### config.mk
export PLATFORM = sky130hd
export DESIGN_NAME = rmac_operand_feeder
export DESIGN_NICKNAME = d
export VERILOG_FILES = /design/src/rtl/rmac_pkg.sv /design/src/rtl/rmac_opbuf.sv /design/src/rtl/rmac_operand_feeder.sv
export SDC_FILE = /design/constraint.sdc
export NUM_CORES = 1
export LEC_CHECK = 0
export BUFFER_PORTS_ARGS = -buffer_cell sky130_fd_sc_hd__buf_2
export CAP_MARGIN = 20
export CORE_UTILIZATION = 33
export DETAILED_ROUTE_END_ITERATION = 10
export GPL_TIMING_DRIVEN = 1
export PLACE_DENSITY = 0.48
export SLEW_MARGIN = 10
export SYNTH_ARGS = -nofsm -noshare
export SYNTH_HDL_FRONTEND = slang
export SYNTH_SLANG_ARGS = --single-unit
### constraint.sdc
create_clock -name clk -period 15.85 [get_ports clk]
set_input_delay 1.585 -clock clk [delete_from_list [all_inputs] [get_ports clk]]
set_output_delay 1.585 -clock clk [all_outputs]
set_load 0.005 [all_outputs]
### src/rtl/rmac_pkg.sv
// Shared types and defaults for the rmac operand feeder and its buffer.
package rmac_pkg;

  typedef logic [1:0] state_t;

  localparam state_t FILL   = 2'd0;
  localparam state_t STREAM = 2'd1;
  localparam state_t DRAIN  = 2'd2;
  localparam state_t DONE   = 2'd3;

  localparam int unsigned S_DEF        = 8;
  localparam int unsigned N_DEF        = 32;
  localparam int unsigned INTBITS_DEF  = 12;
  localparam int unsigned FRACBITS_DEF = 20;

  // Sign-magnitude negative zero at the default word width.
  localparam logic [N_DEF-1:0] SM_NEG_ZERO = {1'b1, (N_DEF-1)'(0)};

endpackage

### src/rtl/rmac_opbuf.sv
// Operand pair register file: one synchronous write port, one asynchronous read port.
module rmac_opbuf #(
  parameter int unsigned DEPTH = 8,
  parameter int unsigned WIDTH = 64,
  parameter int unsigned AW    = 3
) (
  input  logic             clk,
  input  logic             we,
  input  logic [AW-1:0]    waddr,
  input  logic [WIDTH-1:0] wdata,
  input  logic [AW-1:0]    raddr,
  output logic [WIDTH-1:0] rdata
);

  logic [WIDTH-1:0] mem [DEPTH];

  always_ff @(posedge clk) begin
    if (we) begin
      mem[waddr] <= wdata;
    end
  end

  assign rdata = mem[raddr];

endmodule

### src/rtl/rmac_operand_feeder.sv
// Collects S operand pairs, replays them to the MAC back-to-back, then waits for
// the sum to settle, flags it and clears the MAC for the next dot product.
module rmac_operand_feeder
  import rmac_pkg::*;
#(
  parameter int unsigned S        = S_DEF,
  parameter int unsigned n        = N_DEF,
  parameter int unsigned intbits  = INTBITS_DEF,
  parameter int unsigned fracbits = FRACBITS_DEF
) (
  input  logic         clk,
  input  logic         reset,
  input  logic         in_valid,
  output logic         in_ready,
  input  logic [n-1:0] in_w,
  input  logic [n-1:0] in_x,
  output logic [n-1:0] W,
  output logic [n-1:0] X,
  output logic         en_s2,
  output logic         local_en,
  output logic         mac_clr,
  output logic         sum_valid,
  output logic         busy
);

  localparam int unsigned PW = (S > 1) ? $clog2(S) : 1;
  localparam logic [PW-1:0] LAST = PW'(S - 1);
  localparam logic [n-1:0] NEG_ZERO = {1'b1, (n-1)'(0)};

  if (intbits + fracbits != n) begin : g_qfmt_check
    $error("rmac_operand_feeder: intbits + fracbits must equal n");
  end

  state_t        state;
  state_t        state_nx;
  logic [PW-1:0] wptr;
  logic [PW-1:0] rptr;
  logic          drain_cnt;
  logic          post_rst;
  logic          accept_c;
  logic [n-1:0]  w_norm_c;
  logic [n-1:0]  x_norm_c;
  logic [2*n-1:0] rd_pair_c;

  logic in_ready_d;
  logic en_d;
  logic busy_d;
  logic sum_valid_d;
  logic mac_clr_d;

  assign accept_c = in_valid & in_ready;

  // Negative zero is folded to +0 on capture so the MAC never sees it.
  assign w_norm_c = (in_w == NEG_ZERO) ? '0 : in_w;
  assign x_norm_c = (in_x == NEG_ZERO) ? '0 : in_x;

  rmac_opbuf #(
    .DEPTH (S),
    .WIDTH (2*n),
    .AW    (PW)
  ) u_opbuf (
    .clk   (clk),
    .we    (accept_c),
    .waddr (wptr),
    .wdata ({w_norm_c, x_norm_c}),
    .raddr (rptr),
    .rdata (rd_pair_c)
  );

  assign W = (state == STREAM) ? rd_pair_c[2*n-1:n] : '0;
  assign X = (state == STREAM) ? rd_pair_c[n-1:0]   : '0;

  // State, pointers and registered outputs.
  always_ff @(posedge clk) begin
    if (!reset) begin
      state     <= FILL;
      wptr      <= '0;
      rptr      <= '0;
      drain_cnt <= 1'b0;
      post_rst  <= 1'b1;
      in_ready  <= 1'b1;
      en_s2     <= 1'b0;
      local_en  <= 1'b0;
      busy      <= 1'b0;
      sum_valid <= 1'b0;
      mac_clr   <= 1'b1;
    end else begin
      state     <= state_nx;
      post_rst  <= 1'b0;
      drain_cnt <= (state == DRAIN) ? ~drain_cnt : 1'b0;
      if (accept_c) begin
        wptr <= (wptr == LAST) ? '0 : wptr + PW'(1);
      end
      if (state == STREAM) begin
        rptr <= (rptr == LAST) ? '0 : rptr + PW'(1);
      end
      in_ready  <= in_ready_d;
      en_s2     <= en_d;
      local_en  <= en_d;
      busy      <= busy_d;
      sum_valid <= sum_valid_d;
      mac_clr   <= mac_clr_d;
    end
  end

  // Next-state logic.
  always_comb begin
    state_nx = state;
    unique case (state)
      FILL:    if (accept_c && (wptr == LAST)) state_nx = STREAM;
      STREAM:  if (rptr == LAST) state_nx = DRAIN;
      DRAIN:   if (drain_cnt) state_nx = DONE;
      DONE:    state_nx = FILL;
      default: state_nx = FILL;
    endcase
  end

  // Output decode from the next state, so the registered outputs line up with it.
  always_comb begin
    in_ready_d  = 1'b0;
    en_d        = 1'b0;
    busy_d      = 1'b1;
    sum_valid_d = 1'b0;
    mac_clr_d   = post_rst;
    unique case (state_nx)
      FILL: begin
        in_ready_d = 1'b1;
        busy_d     = 1'b0;
      end
      STREAM:  en_d = 1'b1;
      DONE: begin
        sum_valid_d = 1'b1;
        mac_clr_d   = 1'b1;
      end
      default: ;
    endcase
  end

endmodule

==> key figures, run 1 <==
Drt
  – Vias: 9234
  – Detailed Route WL: 45340 µm
  – Routed len/inst: 24.60 µm
  – Vias/cell: 5.010
  – DRC Markers: 0
  – Initial DRT Pass Iterations: 5
  – ANT nets after route: 0
  – Initial DRC Count: 644

GRT
  – GRT Util Overall: 14.82%
  – Antenna violations before repair: 4
  – GR Overflow Total: 0
  – Vias in the first global route: 10000
  – Largest net degree at the start of global routing: 102
  – First-pass GRT wire length: 67530 µm

Pwr
  – Pwr Total: 2.909 mW
  – Power per Cell Area: 124.7 nW/µm²
  – Leakage: 7.434 nW
  – VDD IR max: 0.06808 mV

STA
  – Final Cycle Share: 33.52%
  – Setup TNS: 0 ps
  – Minimum clock period: 5313 ps
  – Crit path setup slack, layout: 10540 ps
  – Worst-case hold slack: 421.3 ps
  – Setup repair after global routing missed its margin: false
  – Worst-Margin Slew: 1127 ps
  – Hold Fails Final Rpt: 0
  – Max-slew headroom: 24.85%
  – Final setup viols: 0
  – Layout Skew: 18.57 ps
  – Fmax: 0.1882 GHz
  – Final Max Slew Viols: 0

Clock network
  – Post-CTS setup buffer count: 0
  – Post-CTS sizing: 0
  – TritonCTS clock tree: built
  – Clk buf depth: 3
  – Clock latency on the worst-skew pair: 610 ps
  – CTS root buf: clkbuf_16
  – # hold bufs at CTS: 0
  – H-tree lvl count: 2
  – Clock Sinks: 530
  – Inserted Clock Buffers: 57
  – CTS clk-pin slew, worst paths: 60 ps

Worst setup path
  – Crit path buffers/inverters: 3
  – R2r startpoint: wptr[0]$_SDFFE_PN0P_
  – CP Max Fanout: 52
  – CP top delay family: buffers and inverters
  – R2r setup slk: 13180 ps
  – R2R cell count: 4
  – CP max-delay cell: buf_4
  – Crit Path Class: reg2out
  – Most common cell on crit path: buf_4
  – Reg2reg end: u_opbuf.mem[1][12]$_DFFE_PP_
  – Nature of the critical path startpoint: register
  – Critical path arrival: 3730 ps
  – CP peak stage delay: 790 ps
  – Cells along the critical path: buf_4 > buf_4 > mux4_2 > a22o_1 > buf_2
  – Setup crit end kind: output port
  – WP data required: 14270 ps

Place
  – Placed Cells incl. Taps: 1740
  – Final HPWL DP: 22890 µm
  – Port Buf Inserts: 136
  – Setup WS pre-CTS: 11120 ps
  – Placement Cell Area: 21530 µm²
  – GPL Wtd Cong: 0.6788

Outcome
  – Status: finished clean

Synthesis
  – Top-area cell type share of the netlist area: 76.21%
  – Sequential area share after synthesis: 78.00%
  – Syn nets: 979
  – Top_reg_cell synth: edfxtp_1
  – Post-Syn Area: 20170 µm²
  – Synth top area cells: edfxtp_1, mux4_2, a22o_1
  – Syn Inst Count: 908
  – Synth Area per Inst: 22.22 µm²
  – Yosys cell types: 31
  – Ys Warns: 0
  – Ys async rst share: 0%
  – Area leader, netlist: edfxtp_1
  – Yosys reg bits: 530
  – EDFF count, synth: 512

Die
  – Die area: 62120 µm²
  – CORE AREA: 60360 µm²
  – Rows: 90
  – Starting Density: 33.42%
  – Die Span X: 249.2 µm
  – Chip height: 249.2 µm
  – I/O pins: 137

Finish
  – Multi-input gate area: 3970 µm²
  – Layout area overhead: 15.57%
  – # fillers: 5457
  – Nets@finish: 1089
  – Util after Layout: 38.63%
  – Finished layout cell area: 23310 µm²
  – Post-Layout Cell Count: 1843
  – Register area: 15740 µm²
  – Layout cell share with drive strength beyond 1: 35.19%

Hold path
  – Hold Path End: mac_clr$_SDFF_PP1_
  – Worst hold path cell count: 1
  – Worst hold-check path type: reg2reg
  – Hold Startpoint: post_rst$_DFF_P_

Job
  – MaxCap Viol Count: 0
per-layer routing:
layer / vias up / track usage, % / share of wire [%]
met3: 60 / 3.208 / 4.6
li1: 4003 / - / -
met5: - / 0 / 0.051
met4: 4 / 3.915 / 1.8
met1: 4970 / 20.16 / 45
met2: 197 / 24.08 / 48
sequential cells by signal, indices dropped and copies added (netlist names), named ones only:
signal / count
busy: 1
u_opbuf.mem: 512
drain_cnt: 1
sum_valid: 1
in_ready: 1
wptr: 3
rptr: 3
post_rst: 1
local_en: 1
mac_clr: 1
state: 2
how the worst max path moves through the flow:
stage / start / end / slack (ps) / depth (start not counted)
finish: register / W[3] / 10540 / 5
global route: register / W[3] / 10350 / 5
CTS: register / W[3] / 10450 / 5
detailed placement: register / W[3] / 11120 / 5
global placement: register / W[3] / 11100 / 5
floorplan: in_valid / u_opbuf.mem[0][0]$_DFFE_PP_ / 7400 / 2
power by group:
group / internal, mW / switching (mW)
clock: 0.737 / 0.525
combinational: 0.0222 / 0.0497
sequential: 1.57 / 0.00648
total: 2.33 / 0.581
cell usage after synthesis (2+ instances only):
master and n:
a21oi_1 7, a22o_1 64, and3_1 3, buf_2 10
buf_4 12, buf_6 9, clkbuf_1 72, dfxtp_1 18
edfxtp_1 512, ha_1 4, mux4_2 128, nand2_1 12
nand2b_1 3, nand3_1 5, nand4_1 4, nor2_1 8
nor2b_1 2, nor3_1 5, nor4_1 15, nor4b_1 2
o21a_1 2, o21ai_0 2
layout make-up:
| type | count | share of cell area (%) |
|---|---|---|
| Timing Repair Buffer | 156 | 3.671 |
| Clock inverter | 31 | 1.046 |
| Inverter | 1 | 0.01610 |
| Clock buffer | 70 | 6.510 |
| Multi-Input combinational cell | 272 | 17.03 |
| Antenna cell | 1 | 0.01073 |
| Sequential cell | 530 | 67.52 |
| Tap cell | 782 | 4.197 |
worst reg2reg max path, stage by stage, from the launching register on:
cell     delay (ps)
dfxtp_1         520
nand3_1         360
nor3_2          190
buf_4           570
buf_4           650
kinds of logic after synthesis:
logic type	Yosys count	synth area share, %
multiplexers	130	14.40
buffers and inverters	106	2.599
AND/OR/NAND/NOR	62	1.637
AO/OA/AOI/OAI	76	3.120
adder cells (fa/ha/maj)	4	0.2481
flip-flops	530	78.00
layout by cell type (no fill, tap or decap), types with 5 or more instances in the layout:
master / Yosys / routed
edfxtp_1: 512 / 512
buf_2: 10 / 136
mux4_2: 128 / 128
a22o_1: 64 / 64
clkbuf_16: 0 / 59
buf_4: 12 / 18
dfxtp_1: 18 / 16
clkinv_1: 0 / 15
nor4_1: 15 / 14
nand2_1: 12 / 12
clkbuf_1: 72 / 11
clkinv_2: 0 / 10
a21oi_1: 7 / 7
nand3_1: 5 / 5
nor2_1: 8 / 5
No activity file was read; power rests on OpenSTA's default activity.
==> run 2, diff against run 1 <==
- clock period: 15.85 -> 4.9 ns (I/O delays scaled with it)
==> run 2 against run 1 <==
- non-clock buffer count up 6
- critical path type unchanged
- via count down 0.67%
- first-iteration DRC count down 16%
- highest routed layer unchanged
- utilization up 0.46 points
- wire length down 1.8%
- flip-flop and latch count unchanged
- clock skew down 8.3 ps
- total power rose to 3.4 times the previous value
- clock power rose to 3.5 times the previous value
- critical path depth down 1
==> key figures, run 2 (synthesis gave the netlist of run 1 again) <==
Place
  – Placed Cells incl. Taps: 1747
  – GPL Wtd Cong: 0.6891
  – Final HPWL DP: 24500 µm
  – Port Buf Inserts: 136
  – Placement Cell Area: 21640 µm²

Die
  – Starting Density: 33.42%
  – CORE AREA: 60360 µm²
  – Die area: 62120 µm²
  – Rows: 90
  – Die Span X: 249.2 µm
  – I/O pins: 137
  – Chip height: 249.2 µm

Clock network
  – Clk buf depth: 3
  – CTS clk-pin slew, worst paths: 60 ps
  – TritonCTS clock tree: built
  – Clock Sinks: 530
  – H-tree lvl count: 2
  – Inserted Clock Buffers: 56
  – # hold bufs at CTS: 0
  – CTS root buf: clkbuf_16
  – Post-CTS sizing: 0
  – Post-CTS setup buffer count: 0
  – Clock latency on the worst-skew pair: 580 ps

Worst setup path
  – R2r setup slk: 2290 ps
  – CP top delay family: multiplexers
  – R2R cell count: 3
  – Nature of the critical path startpoint: register
  – CP max-delay cell: mux4_2
  – Crit Path Class: reg2out
  – Cells along the critical path: buf_12 > mux4_2 > a22o_1 > buf_2
  – Reg2reg end: u_opbuf.mem[5][36]$_DFFE_PP_
  – R2r startpoint: wptr[0]$_SDFFE_PN0P_
  – Crit path buffers/inverters: 2
  – Setup crit end kind: output port
  – WP data required: 4410 ps
  – CP Max Fanout: 62
  – CP peak stage delay: 630 ps
  – Critical path arrival: 2740 ps

Finish
  – Reg with most FFs: u_opbuf.mem
  – Finished layout cell area: 23590 µm²
  – Register area: 15740 µm²
  – Multi-input gate area: 3985 µm²
  – Post-Layout Cell Count: 1850
  – Top flop regs: u_opbuf.mem (512), rptr (3), wptr (3)
  – Commonest non-fill, non-tap cell in the layout: edfxtp_1
  – # fillers: 5433
  – Nets@finish: 1094
  – Layout area overhead: 16.95%
  – Largest register FFs: 512
  – Commonest cells after routing, fill and taps aside: edfxtp_1, buf_2, mux4_2, a22o_1, clkbuf_16
  – Layout cell share with drive strength beyond 1: 36.46%

Drt
  – Vias: 9172
  – Met3 Wirelength: 2282 µm
  – Max layer used: met5
  – ANT nets after route: 0
  – Met2 WL: 21630 µm
  – Initial DRT Pass Iterations: 4
  – Vias/cell: 4.958
  – Routed len/inst: 24.08 µm
  – Initial DRC Count: 540
  – Detailed Route WL: 44540 µm
  – DRT met1 WL: 19820 µm
  – DRC Markers: 0

Pwr
  – Power per Cell Area: 414.9 nW/µm²
  – VDD IR max: 0.2172 mV
  – Leakage: 7.569 nW

GRT
  – Largest net degree at the start of global routing: 75
  – First-pass GRT wire length: 65630 µm
  – GRT Util Overall: 14.46%
  – Antenna violations before repair: 2
  – Vias in the first global route: 9849
  – GR Overflow Total: 0

Hold path
  – Hold Startpoint: reset
  – Worst hold-check path type: in2reg
  – Worst hold path cell count: 2
  – Hold Path End: in_ready$_SDFF_PN1_

STA
  – Layout Skew: 10.29 ps
  – Max-slew headroom: 35.50%
  – Final Max Slew Viols: 0
  – Final Cycle Share: 65.94%
  – Fmax: 0.3095 GHz
  – Hold Fails Final Rpt: 0
  – Worst-Margin Slew: 967.4 ps
  – Minimum clock period: 3231 ps
  – Setup repair after global routing missed its margin: false
  – Setup TNS: 0 ps
  – Final setup viols: 0

Outcome
  – Status: finished clean

Job
  – MaxCap Viol Count: 0
-- run 2: changes by cell type in the layout (fill, tap and decap cells not counted), sizes merged --
cell,previous run,this run
bufinv,4,11
buf,156,162
clkinv,26,20
-- run 2: final cells by class --
| class | count | area share [%] |
|---|---|---|
| antenna | 1 | 0.01061 |
| clock buffer | 70 | 6.459 |
| clock inverter | 32 | 1.824 |
| inverter | 1 | 0.01591 |
| multi-input combinational | 272 | 16.89 |
| sequential | 530 | 66.73 |
| tap | 782 | 4.147 |
| timing repair buffer | 162 | 3.924 |
-- run 2: worst max-delay path by stage --
| stage | startpoint | to | slack, ps | cells after the start |
|---|---|---|---|---|
| floorplan | in_valid | u_opbuf.mem[2][0]$_DFFE_PP_ | -740 | 2 |
| global placement | state[1]$_SDFF_PN0_ | W[25] | 2020 | 5 |
| detailed placement | register | W[6] | 2160 | 4 |
| CTS | register | W[6] | 1530 | 4 |
| global route | register | W[6] | 1420 | 4 |
| finish | register | W[6] | 1670 | 4 |
-- run 2: through the flow --
stage | hold WS, ps | utilization, % | power, mW | setup WS (ps)
after global routing | 107.2 | 39.08 | 10.11 | 1417
after detailed placement | 405.9 | 35.85 | 5.434 | 2165
after CTS | 92.90 | 39.08 | 9.932 | 1526
after global placement | 419.5 | 35.81 | 5.427 | 2019
after floorplan | 394.5 | - | 5.323 | -742.3
final | 138.2 | 39.09 | 9.790 | 1669
-- run 2: per-layer routing --
| metal | track usage [%] | vias to the layer above |
|---|---|---|
| li1 | - | 4019 |
| met1 | 19.85 | 4892 |
| met2 | 23.49 | 198 |
| met3 | 2.957 | 61 |
| met4 | 3.721 | 2 |
| met5 | 0 | - |
-- run 2: worst reg2reg max path: stages, from the launching register on --
cell and delay, ps:
dfxtp_1 550, nand3_1 410, nor2_4 710, buf_4 550
-- run 2: where the power goes --
group	switching [mW]	internal, mW	leakage, nW
clock network	1.69	2.77	0.966
registers	0.0224	5.07	4.80
logic	0.162	0.0735	1.80
==> run 3, diff against run 2 <==
- PLACE_DENSITY: 0.48 -> 0.49
- clock period: 4.9 -> 2.83 ns (I/O delays scaled with it)
==> run 3 against run 2 <==
- clock power grew 59%
- sequential power grew 73%
- combinational power grew 110%
- first-iteration DRC count grew 8.7%
- worst setup slack lost 1500 ps
- sequential share of layout area shrank 2.0 points
- critical path type unchanged
- largest cell class unchanged
- largest power group unchanged
==> key figures, run 3 (synthesis gave the netlist of run 1 again) <==
Outcome
  – Status: finished clean

Clock network
  – Clock Sinks: 530
  – CTS clk-pin slew, worst paths: 60 ps
  – Inserted Clock Buffers: 56
  – TritonCTS clock tree: built
  – Post-CTS sizing: 0
  – H-tree lvl count: 2
  – CTS root buf: clkbuf_16
  – Clock latency on the worst-skew pair: 590 ps
  – Clk buf depth: 3

Worst setup path
  – Critical path arrival: 2420 ps
  – Crit Path Class: reg2out
  – CP Max Fanout: 37
  – Setup crit end kind: output port
  – CP top delay family: flip-flops
  – CP max-delay cell: dfxtp_4
  – Cells along the critical path: buf_12 > mux4_2 > a22o_1 > buf_2
  – Nature of the critical path startpoint: register
  – CP peak stage delay: 640 ps
  – Crit path buffers/inverters: 2
  – WP data required: 2550 ps

Place
  – Placed Cells incl. Taps: 1751
  – Final HPWL DP: 24190 µm
  – Port Buf Inserts: 136
  – GPL Wtd Cong: 0.6726

Drt
  – DRC Markers: 0
  – Vias: 9520
  – Vias/cell: 4.961
  – Routed len/inst: 23.88 µm
  – Detailed Route WL: 45830 µm
  – Initial DRT Pass Iterations: 5
  – Initial DRC Count: 587
  – ANT nets after route: 0

Pwr
  – Internal power: 13.18 mW
  – Clock share of power: 43.3%
  – Sw Share: 19.77%
  – Leakage: 7.816 nW
  – Logic gate share of total power: 3.0%
  – Seq pwr share: 53.7%
  – Psw: 3.248 mW
  – Power per Cell Area: 674.9 nW/µm²
  – VDD IR max: 0.4477 mV

Die
  – CORE AREA: 60360 µm²
  – Die area: 62120 µm²
  – Rows: 90
  – Die Span X: 249.2 µm
  – I/O pins: 137
  – Starting Density: 33.42%
  – Chip height: 249.2 µm

STA
  – Setup TNS: 0 ps
  – Worst-Margin Slew: 623.9 ps
  – Final Cycle Share: 95.58%
  – Layout Skew: 17.55 ps
  – Fmax: 0.3697 GHz
  – Minimum clock period: 2705 ps
  – Setup repair after global routing missed its margin: false
  – Hold Fails Final Rpt: 0
  – Final Max Slew Viols: 0
  – Final setup viols: 0
  – Max-slew headroom: 58.02%

Finish
  – Nets@finish: 1163
  – # fillers: 5371
  – Diode count: 0
  – Layout area overhead: 20.65%
  – Commonest non-fill, non-tap cell in the layout: edfxtp_1
  – Post-Layout Cell Count: 1919
  – Layout cell share with drive strength beyond 1: 34.21%
  – Top flop regs: u_opbuf.mem (512), rptr (3), wptr (3)
  – Commonest cells after routing, fill and taps aside: edfxtp_1, buf_2, mux4_2, a22o_1, dlygate4sd3_1
  – Reg with most FFs: u_opbuf.mem
  – Largest register FFs: 512

GRT
  – Vias in the first global route: 10200
  – Largest net degree at the start of global routing: 65
  – First-pass GRT wire length: 67740 µm
  – Antenna violations before repair: 0
  – GR Overflow Total: 0
  – GRT Util Overall: 14.79%

Hold path
  – Worst hold-check path type: in2reg

Job
  – MaxCap Viol Count: 0
## run 3: cell types whose count changed in the layout (fill, tap and decap cells not counted), moves of 3 or more
| cell | delta |
|---|---|
| dlygate4sd3_1 | +61 |
| buf_12 | +18 |
| buf_4 | -10 |
| clkinv_1 | +8 |
| bufinv_16 | -5 |
| clkbuf_1 | +4 |
| nor3_2 | -3 |
| nor3_4 | +3 |
## run 3: area by class of cell
class                   instances  area [µm²]  area share (%)
clock inverters                34       304.0           1.249
clock buffers                  69        1471           6.046
inverters                       1       3.754         0.01542
multi-input cells             272        4011           16.48
flip-flops and latches        530       15750           64.70
well taps                     782       978.4           4.020
repair buffers                231        1822           7.485
## run 3: power by group through the flow
stage / combinational, mW / sequential, mW / clock [mW]
2_1_floorplan: 0.240 / 8.98 / 0
3_5_place_dp: 0.444 / 8.98 / 0
4_1_cts: 0.512 / 8.82 / 7.32
5_1_grt: 0.540 / 8.83 / 7.60
3_3_place_gp: 0.437 / 8.98 / 0
6_report: 0.496 / 8.82 / 7.11
## run 3: per-stage QoR
stage               instance area, µm²  hold WS [ps]  setup slack (ps)  power, mW  util [%]
CTS                              24340         2.089             66.29      16.65     40.32
finish                           24340         36.43             125.0      16.43     40.32
global placement                 21920         431.7             692.9      9.412     36.32
floorplan                        20270         354.1            -190.6      9.216         -
detailed placement               21920         401.8             606.1      9.426     36.32
global route                     24340         5.516             8.830      16.96     40.32
## run 3: path summary, 6_finish.rpt
check                                     startpoint                           end  slack [ps]  depth (start not counted)
worst max-delay path                        register                          X[3]         120                          4
worst min-delay path                        in_w[12]  u_opbuf.mem[6][44]$_DFFE_PP_          40                          1
worst max register to register  wptr[0]$_SDFFE_PN0P_  u_opbuf.mem[3][10]$_DFFE_PP_         760                          3
worst min register to register      post_rst$_DFF_P_            mac_clr$_SDFF_PP1_         420                          1
## run 3: worst register-to-register path, delay by kind of cell (launching register included)
family / cells / cell delay [ps]
buffers and inverters: 1 / 260
DFF: 1 / 490
and+or+nand+nor: 2 / 990
## run 3: layer usage
metal,part of all wire [%],vias to the layer above,track usage [%]
met5,0,-,0
met3,4.5,62,2.978
met4,1.8,0,3.757
met1,45,5094,20.34
li1,-,4164,-
met2,49,200,24.03
## run 3: repair_timing
item | in CTS | in global routing
setup buffers | 4 | 0
endpoints found under the setup margin | 3 | 0
endpoints found under the hold margin | 463 | 0
hold buffers | 61 | 0
